<file path="src/rtl/mem_access_ctrl.sv">
// Load/store initiator for a word-only data RAM: aligned word accesses,
// sign/zero extension on loads and read-modify-write for sub-word stores.
module mem_access_ctrl #(
    parameter int MEM_BYTES = 128
) (
    input  logic        Clock,
    input  logic        Reset,
    input  logic        req_valid,
    output logic        req_ready,
    input  logic        req_we,
    input  logic [1:0]  req_size,
    input  logic        req_unsigned,
    input  logic [31:0] req_addr,
    input  logic [31:0] req_wdata,
    output logic        resp_valid,
    output logic [1:0]  resp_err,
    output logic [31:0] resp_rdata,
    output logic [31:0] ram_addr,
    output logic [31:0] ram_datain,
    input  logic [31:0] ram_dataout,
    output logic        ram_write,
    output logic        ram_read
);

    typedef enum logic [2:0] {IDLE, LOAD, RMW_RD, WRITE, RESP} state_t;

    localparam logic [1:0] SZ_BYTE = 2'b00;
    localparam logic [1:0] SZ_HALF = 2'b01;

    localparam logic [1:0] ERR_OK    = 2'b00;
    localparam logic [1:0] ERR_ALIGN = 2'b01;
    localparam logic [1:0] ERR_RANGE = 2'b10;

    state_t      state, next_state;
    logic [1:0]  lat_size;
    logic        lat_unsigned;
    logic [1:0]  lat_off;
    logic [15:0] lat_wdata;

    logic        misaligned, out_of_range;
    logic [31:0] load_value, merged_word;

    // Extracts the addressed lane of a RAM word and extends it to 32 bits.
    function automatic logic [31:0] extract(input logic [31:0] w, input logic [1:0] sz,
                                            input logic uns, input logic [1:0] off);
        logic [7:0]  b;
        logic [15:0] h;
        b = w[{off, 3'b000} +: 8];
        h = off[1] ? w[31:16] : w[15:0];
        case (sz)
            SZ_BYTE: extract = {{24{~uns & b[7]}}, b};
            SZ_HALF: extract = {{16{~uns & h[15]}}, h};
            default: extract = w;
        endcase
    endfunction

    function automatic logic [31:0] merge(input logic [31:0] w, input logic [15:0] wd,
                                          input logic [1:0] sz, input logic [1:0] off);
        logic [31:0] r;
        r = w;
        if (sz == SZ_BYTE)
            r[{off, 3'b000} +: 8] = wd[7:0];
        else if (off[1])
            r[31:16] = wd;
        else
            r[15:0] = wd;
        return r;
    endfunction

    assign misaligned   = ((req_size == SZ_HALF) && req_addr[0]) ||
                          (req_size[1] && (req_addr[1:0] != 2'b00));
    assign out_of_range = req_addr >= 32'(MEM_BYTES);
    assign load_value   = extract(ram_dataout, lat_size, lat_unsigned, lat_off);
    assign merged_word  = merge(ram_dataout, lat_wdata, lat_size, lat_off);

    // Strobes come from the state register only; Reset masks them so no
    // RAM write can land on an edge where the controller is being reset.
    assign req_ready  = (state == IDLE);
    assign resp_valid = (state == RESP);
    assign ram_read   = !Reset && ((state == LOAD) || (state == RMW_RD));
    assign ram_write  = !Reset && (state == WRITE);

    // NOTE: every output of this block gets a default before the case, so no
    // path through it leaves a value unassigned and no latch is inferred.
    always_comb begin
        next_state = state;
        case (state)
            IDLE: begin
                if (req_valid) begin
                    if (misaligned || out_of_range) next_state = RESP;
                    else if (!req_we)               next_state = LOAD;
                    else if (req_size[1])           next_state = WRITE;
                    else                            next_state = RMW_RD;
                end
            end
            LOAD:    next_state = RESP;
            RMW_RD:  next_state = WRITE;
            WRITE:   next_state = RESP;
            RESP:    next_state = IDLE;
            default: next_state = IDLE;
        endcase
    end

    // NOTE: state is updated with non-blocking assignments so every register
    // samples the pre-edge values regardless of statement order.
    always_ff @(posedge Clock) begin
        if (Reset) begin
            state        <= IDLE;
            lat_size     <= SZ_BYTE;
            lat_unsigned <= 1'b0;
            lat_off      <= 2'b00;
            lat_wdata    <= '0;
            ram_addr     <= '0;
            ram_datain   <= '0;
            resp_err     <= ERR_OK;
            resp_rdata   <= '0;
        end else begin
            state <= next_state;
            case (state)
                IDLE: begin
                    if (req_valid) begin
                        lat_size     <= req_size;
                        lat_unsigned <= req_unsigned;
                        lat_off      <= req_addr[1:0];
                        lat_wdata    <= req_wdata[15:0];
                        ram_addr     <= {req_addr[31:2], 2'b00};
                        ram_datain   <= req_we ? req_wdata : '0;
                        resp_rdata   <= '0;
                        resp_err     <= misaligned   ? ERR_ALIGN :
                                        out_of_range ? ERR_RANGE : ERR_OK;
                    end
                end
                LOAD:   resp_rdata <= load_value;
                RMW_RD: ram_datain <= merged_word;
                RESP: begin
                    resp_err   <= ERR_OK;
                    resp_rdata <= '0;
                end
                default: ;
            endcase
        end
    end

endmodule
</file>
<file path="config.mk">
export PLATFORM = sky130hd
export DESIGN_NAME = mem_access_ctrl
export DESIGN_NICKNAME = d
export VERILOG_FILES = /design/src/rtl/mem_access_ctrl.sv
export SDC_FILE = /design/constraint.sdc
export NUM_CORES = 1
export LEC_CHECK = 0
export ABC_AREA = 0
export BUFFER_PORTS_ARGS = -buffer_cell sky130_fd_sc_hd__buf_2
export CAP_MARGIN = 10
export CORE_AREA = 2 2 148 78
export CTS_CLUSTER_DIAMETER = 150
export CTS_CLUSTER_SIZE = 20
export DETAILED_ROUTE_END_ITERATION = 7
export DIE_AREA = 0 0 150 80
export GPL_ROUTABILITY_DRIVEN = 0
export GPL_TIMING_DRIVEN = 0
export PLACE_DENSITY = 0.85
export SYNTH_ARGS = -nofsm -noshare
export SYNTH_HDL_FRONTEND = slang
export SYNTH_SLANG_ARGS = --single-unit
</file>
<file path="constraint.sdc">
create_clock -name Clock -period 6.5 [get_ports Clock]
set_input_delay 0.65 -clock Clock [delete_from_list [all_inputs] [get_ports Clock]]
set_output_delay 0.65 -clock Clock [all_outputs]
set_load 0.005 [all_outputs]
</file>
==> report_table.html <==
<table>
<tr><th>Metric</th><th>Value</th></tr>
<tr><th colspan="2">Global route</th></tr>
<tr><td>Overall routing resource usage</td><td>33.8%</td></tr>
<tr><td>Wire length of the first global-routing pass</td><td>~30,000 um</td></tr>
<tr><td>Met2 track utilization from global routing</td><td>~45%</td></tr>
<tr><td>Total grt overflow</td><td>0</td></tr>
<tr><td>Global Route met1 Usage</td><td>between 40% and 50%</td></tr>
<tr><td>Busiest layer in global routing</td><td>met1</td></tr>
<tr><td>Routing usage on met3</td><td>a little under an eighth</td></tr>
<tr><td>Initial antenna violation count</td><td>1</td></tr>
<tr><td>Pin count of the biggest net entering global routing</td><td>17</td></tr>
<tr><td>Vias in the first global route</td><td>5,743</td></tr>
<tr><th colspan="2">Clock tree</th></tr>
<tr><td>CTS Hold Buffers Added</td><td>0</td></tr>
<tr><td>Number of buffers created by CTS</td><td>17</td></tr>
<tr><td>Clock Pin Slew Worst Setup and Hold Paths</td><td>0.06 ns</td></tr>
<tr><td>Htree depth</td><td>4</td></tr>
<tr><td>Worst-Skew Late Latency</td><td>just over 0.4 ns</td></tr>
<tr><td>Post-CTS setup-driven buffer insertion count</td><td>0</td></tr>
<tr><td>Number of gates resized after CTS</td><td>0</td></tr>
<tr><td>Clock tree from TritonCTS</td><td>done</td></tr>
<tr><td>Root Buffer</td><td>clkbuf_16</td></tr>
<tr><td>Maximum buffer depth of the clock tree</td><td>2</td></tr>
<tr><td>Number of sinks on the clock net</td><td>120</td></tr>
<tr><th colspan="2">Critical path</th></tr>
<tr><td>CP Class</td><td>flop to flop</td></tr>
<tr><td>Critical path buffer and inverter count</td><td>3</td></tr>
<tr><td>Critical Path Source Type</td><td>flop</td></tr>
<tr><td>Beginning of the critical path</td><td>lat_off[0]$_SDFFE_PP0P_</td></tr>
<tr><td>Arrival time reported for the critical path endpoint</td><td>about 3.3 ns</td></tr>
<tr><td>Worst setup EP type</td><td>flop</td></tr>
<tr><td>Cell at the slowest stage of the critical path</td><td>dfxtp_1</td></tr>
<tr><td>Critical path's most frequent cell</td><td>clkbuf_1</td></tr>
<tr><td>Crit path max fanout</td><td>10</td></tr>
<tr><td>Critical-path cell list</td><td>clkbuf_1, inv_1, ha_1, and4b_1, clkbuf_1, a221oi_1, a211oi_1, a221o_1</td></tr>
<tr><td>R2r startpoint</td><td>lat_off[0]$_SDFFE_PP0P_</td></tr>
<tr><td>Cell class contributing the biggest share of worst-path delay</td><td>compound AO/OA/AOI/OAI gates</td></tr>
<tr><td>Data required time of the worst path</td><td>6.86 ns</td></tr>
<tr><td>Largest stage delay on the critical path</td><td>~0.54 ns</td></tr>
<tr><th colspan="2">Power</th></tr>
<tr><td>Power density over cell area</td><td>around 260 nW/um2</td></tr>
<tr><td>Standby leakage power</td><td>roughly 3.3 nW</td></tr>
<tr><td>Post-layout total power</td><td>roughly 2.0 mW</td></tr>
<tr><td>Worst voltage drop across the vdd grid</td><td>~0.00019 V</td></tr>
<tr><th colspan="2">Timing</th></tr>
<tr><td>Hold violation count in the final report</td><td>0</td></tr>
<tr><td>Worst hold margin</td><td>0.445 ns</td></tr>
<tr><td>RSZ-0062 raised after global routing</td><td>false</td></tr>
<tr><td>Pin slew with the least headroom to its limit</td><td>about 0.8 ns</td></tr>
<tr><td>Part of the cycle the worst path needs</td><td>roughly 44%</td></tr>
<tr><td>Worst-case setup margin in the final layout</td><td>3.61 ns</td></tr>
<tr><td>Clock Skews</td><td>between 0.005 and 0.006 ns</td></tr>
<tr><td>Setup violation total in the final timing report</td><td>0</td></tr>
<tr><td>Highest clock frequency the design can meet</td><td>roughly 0.35 GHz</td></tr>
<tr><td>Final Max Slew Viols</td><td>0</td></tr>
<tr><td>Final setup TNS</td><td>0 ns</td></tr>
<tr><td>Worst slew slack as a fraction of its limit</td><td>between 40% and 50%</td></tr>
<tr><td>Final Critical Period</td><td>2.89 ns</td></tr>
<tr><th colspan="2">Finish</th></tr>
<tr><td>Multi-input gate area in the final layout</td><td>2960 um2</td></tr>
<tr><td>Final #Nets</td><td>993</td></tr>
<tr><td>Total inserted antenna cells</td><td>0</td></tr>
<tr><td>Layout fillers</td><td>901</td></tr>
<tr><td>Layout cell share with drive strength beyond 1</td><td>around 30%</td></tr>
<tr><td>Top library cells by usage in the layout, fill and taps aside</td><td>buf_2 (219), nand2_1 (134), dfxtp_1 (120)</td></tr>
<tr><td>Area Overhead vs Synth</td><td>31.5%</td></tr>
<tr><td>Register cell area after layout</td><td>roughly 2400 um2</td></tr>
<tr><td>Most common cell after layout, fill and taps aside</td><td>buf_2</td></tr>
<tr><td>Final non-filler cell area</td><td>about 7400 um2</td></tr>
<tr><th colspan="2">Floorplan</th></tr>
<tr><td>Initial Util</td><td>a little over half</td></tr>
<tr><td>Rows</td><td>27</td></tr>
<tr><td>CORE AREA</td><td>between 10,000 and 15,000 um2</td></tr>
<tr><td>Area of the die</td><td>between 10,000 and 15,000 um2</td></tr>
<tr><td>Number of I/O pins</td><td>about 210</td></tr>
<tr><td>Vertical extent of the die</td><td>~80 um</td></tr>
<tr><td>Die outline width</td><td>150 um</td></tr>
<tr><th colspan="2">Yosys</th></tr>
<tr><td>Register area share after synthesis</td><td>between 40% and 50%</td></tr>
<tr><td>Post-synthesis mux area share</td><td>around 4.9%</td></tr>
<tr><td>Adder and majority cell fraction of the synthesized area</td><td>1.11%</td></tr>
<tr><td>Number of synthesized flops with an enable pin</td><td>0</td></tr>
<tr><td>Simple-gate portion of the synthesized area</td><td>between 10% and 20%</td></tr>
<tr><td>Dominant synthesized flop cell</td><td>dfxtp_1</td></tr>
<tr><td>Share of async-settable or async-resettable flops after synthesis</td><td>0%</td></tr>
<tr><td>Average cell area after synthesis</td><td>around 8.5 um2</td></tr>
<tr><td>Share of the synthesized netlist area taken by xor and xnor gates</td><td>less than 1%</td></tr>
<tr><td>Dominant combinational cell family by area after synthesis</td><td>compound AO/OA/AOI/OAI gates</td></tr>
<tr><td>Number of standard cells after synthesis</td><td>about 660</td></tr>
<tr><td>Synth warn</td><td>0</td></tr>
<tr><td>Synth unique cells</td><td>55</td></tr>
<tr><td>Summed instance area of the synthesized netlist</td><td>5650 um2</td></tr>
<tr><td>Post-synthesis compound-gate area fraction</td><td>approximately 29%</td></tr>
<tr><td>Yosys reg bits</td><td>120</td></tr>
<tr><th colspan="2">Routing</th></tr>
<tr><td>Total detailed-routing wirelength</td><td>20,400 um</td></tr>
<tr><td>Via count</td><td>between 6,000 and 7,000</td></tr>
<tr><td>First-pass iteration count of the detailed router</td><td>6</td></tr>
<tr><td>DR vias/cell</td><td>just over 6</td></tr>
<tr><td>Wirelength per Cell</td><td>roughly 20 um</td></tr>
<tr><td>Final routed DRC violation total</td><td>0</td></tr>
<tr><td>Post-route ant nets</td><td>0</td></tr>
<tr><td>Violation count after the first detailed-routing iteration</td><td>870</td></tr>
<tr><th colspan="2">Outcome</th></tr>
<tr><td>Outcome</td><td>completed</td></tr>
<tr><th colspan="2">Place</th></tr>
<tr><td>Post-detailed-placement cell area</td><td>between 6000 and 7000 um2</td></tr>
<tr><td>Half-perimeter wire length after detailed placement</td><td>~15,000 um</td></tr>
<tr><td>Worst slack, placed</td><td>3.80 ns</td></tr>
<tr><td>Number of buffers added on ports</td><td>between 200 and 250</td></tr>
<tr><th colspan="2">Min path</th></tr>
<tr><td>Hold_sp</td><td>resp_rdata[6]$_SDFFE_PP0P_</td></tr>
<tr><td>Kind of path behind the tightest hold check</td><td>flop to flop</td></tr>
<tr><th colspan="2">Flow run</th></tr>
<tr><td>Total of max-cap violations</td><td>0</td></tr>
</table>
## stage by stage
step                util, %  cells
global placement       64.1   1011
global route           69.6   1043
floorplan                 -    664
detailed placement     64.1   1011
finish                 69.6   1043
CTS                    69.6   1043
## synth_stat cells (all sizes together) (7+ instances only)
| master | count | area share (%) |
|---|---|---|
| inv | 7 | 0.47 |
| mux2i | 23 | 4.1 |
| dfxtp | 120 | 43 |
| nand2 | 134 | 8.9 |
| o21ai | 51 | 4.5 |
| a221o | 33 | 5.8 |
| nor2 | 21 | 1.4 |
| a21oi | 67 | 6.1 |
| clkbuf | 37 | 2.5 |
| buf | 21 | 2.0 |
| a22oi | 8 | 1.1 |
| or3 | 7 | 0.78 |
| and3b | 7 | 1.1 |
| nor3 | 8 | 0.80 |
| a211oi | 23 | 3.1 |
| a221oi | 26 | 4.0 |
## path summary, 6_finish.rpt
| check | depth (start not counted) | endpoint | slack [ns] |
|---|---|---|---|
| hold reg to reg | 2 | resp_rdata[6]$_SDFFE_PP0P_ | 0.44 |
| setup / recovery | 8 | ram_datain[14]$_SDFFE_PP0P_ | 3.61 |
| setup reg to reg | 8 | ram_datain[14]$_SDFFE_PP0P_ | 3.61 |
| hold / removal | 2 | resp_rdata[6]$_SDFFE_PP0P_ | 0.44 |
## metal layers
metal / wire [um] / part of all wire [%]
met5: 10 / 0.049
met4: 366 / 1.8
met2: 7850 / 39
met3: 3070 / 15
met1: 9060 / 45
## power breakdown
part / internal, mW / switching, mW / leakage [nW] / total (mW)
Sequential: 0.764 / 0.0221 / 0.978 / 0.786
Clock: 0.583 / 0.339 / 0.279 / 0.922
Combinational: 0.0972 / 0.157 / 2.02 / 0.254
## registers in the layout (all words and copies together) (netlist names)
register and count:
ram_datain 32, resp_rdata 32, ram_addr 30, lat_wdata 16, state 3, lat_off 2
lat_size 2, resp_err 2, lat_unsigned 1
## logic make-up (layout without fill, tap and decap cells)
logic type	Yosys count	in the layout
compound gates	232	232
simple gates	212	212
flops	120	120
buf+inv	66	300
mux	26	26
fa+ha+maj	5	5
other cells	1	2
xor+xnor	1	1
## worst min-delay path, cell delays in order, from the launching register on
cell	delay [ns]
dfxtp_1	0.30
nand2_1	0.05
o21ai_1	0.05
## layout make-up
| class | count | share of cell area [%] |
|---|---|---|
| repair buffers | 202 | 13.6 |
| flip-flops and latches | 120 | 32.3 |
| well taps | 145 | 2.44 |
| clock inverters | 11 | 1.67 |
| clock buffers | 21 | 6.20 |
| multi-input cells | 478 | 39.9 |
| plain buffers | 58 | 3.42 |
| inverters | 8 | 0.404 |
Note: power is estimated with default switching activity, not from simulation.
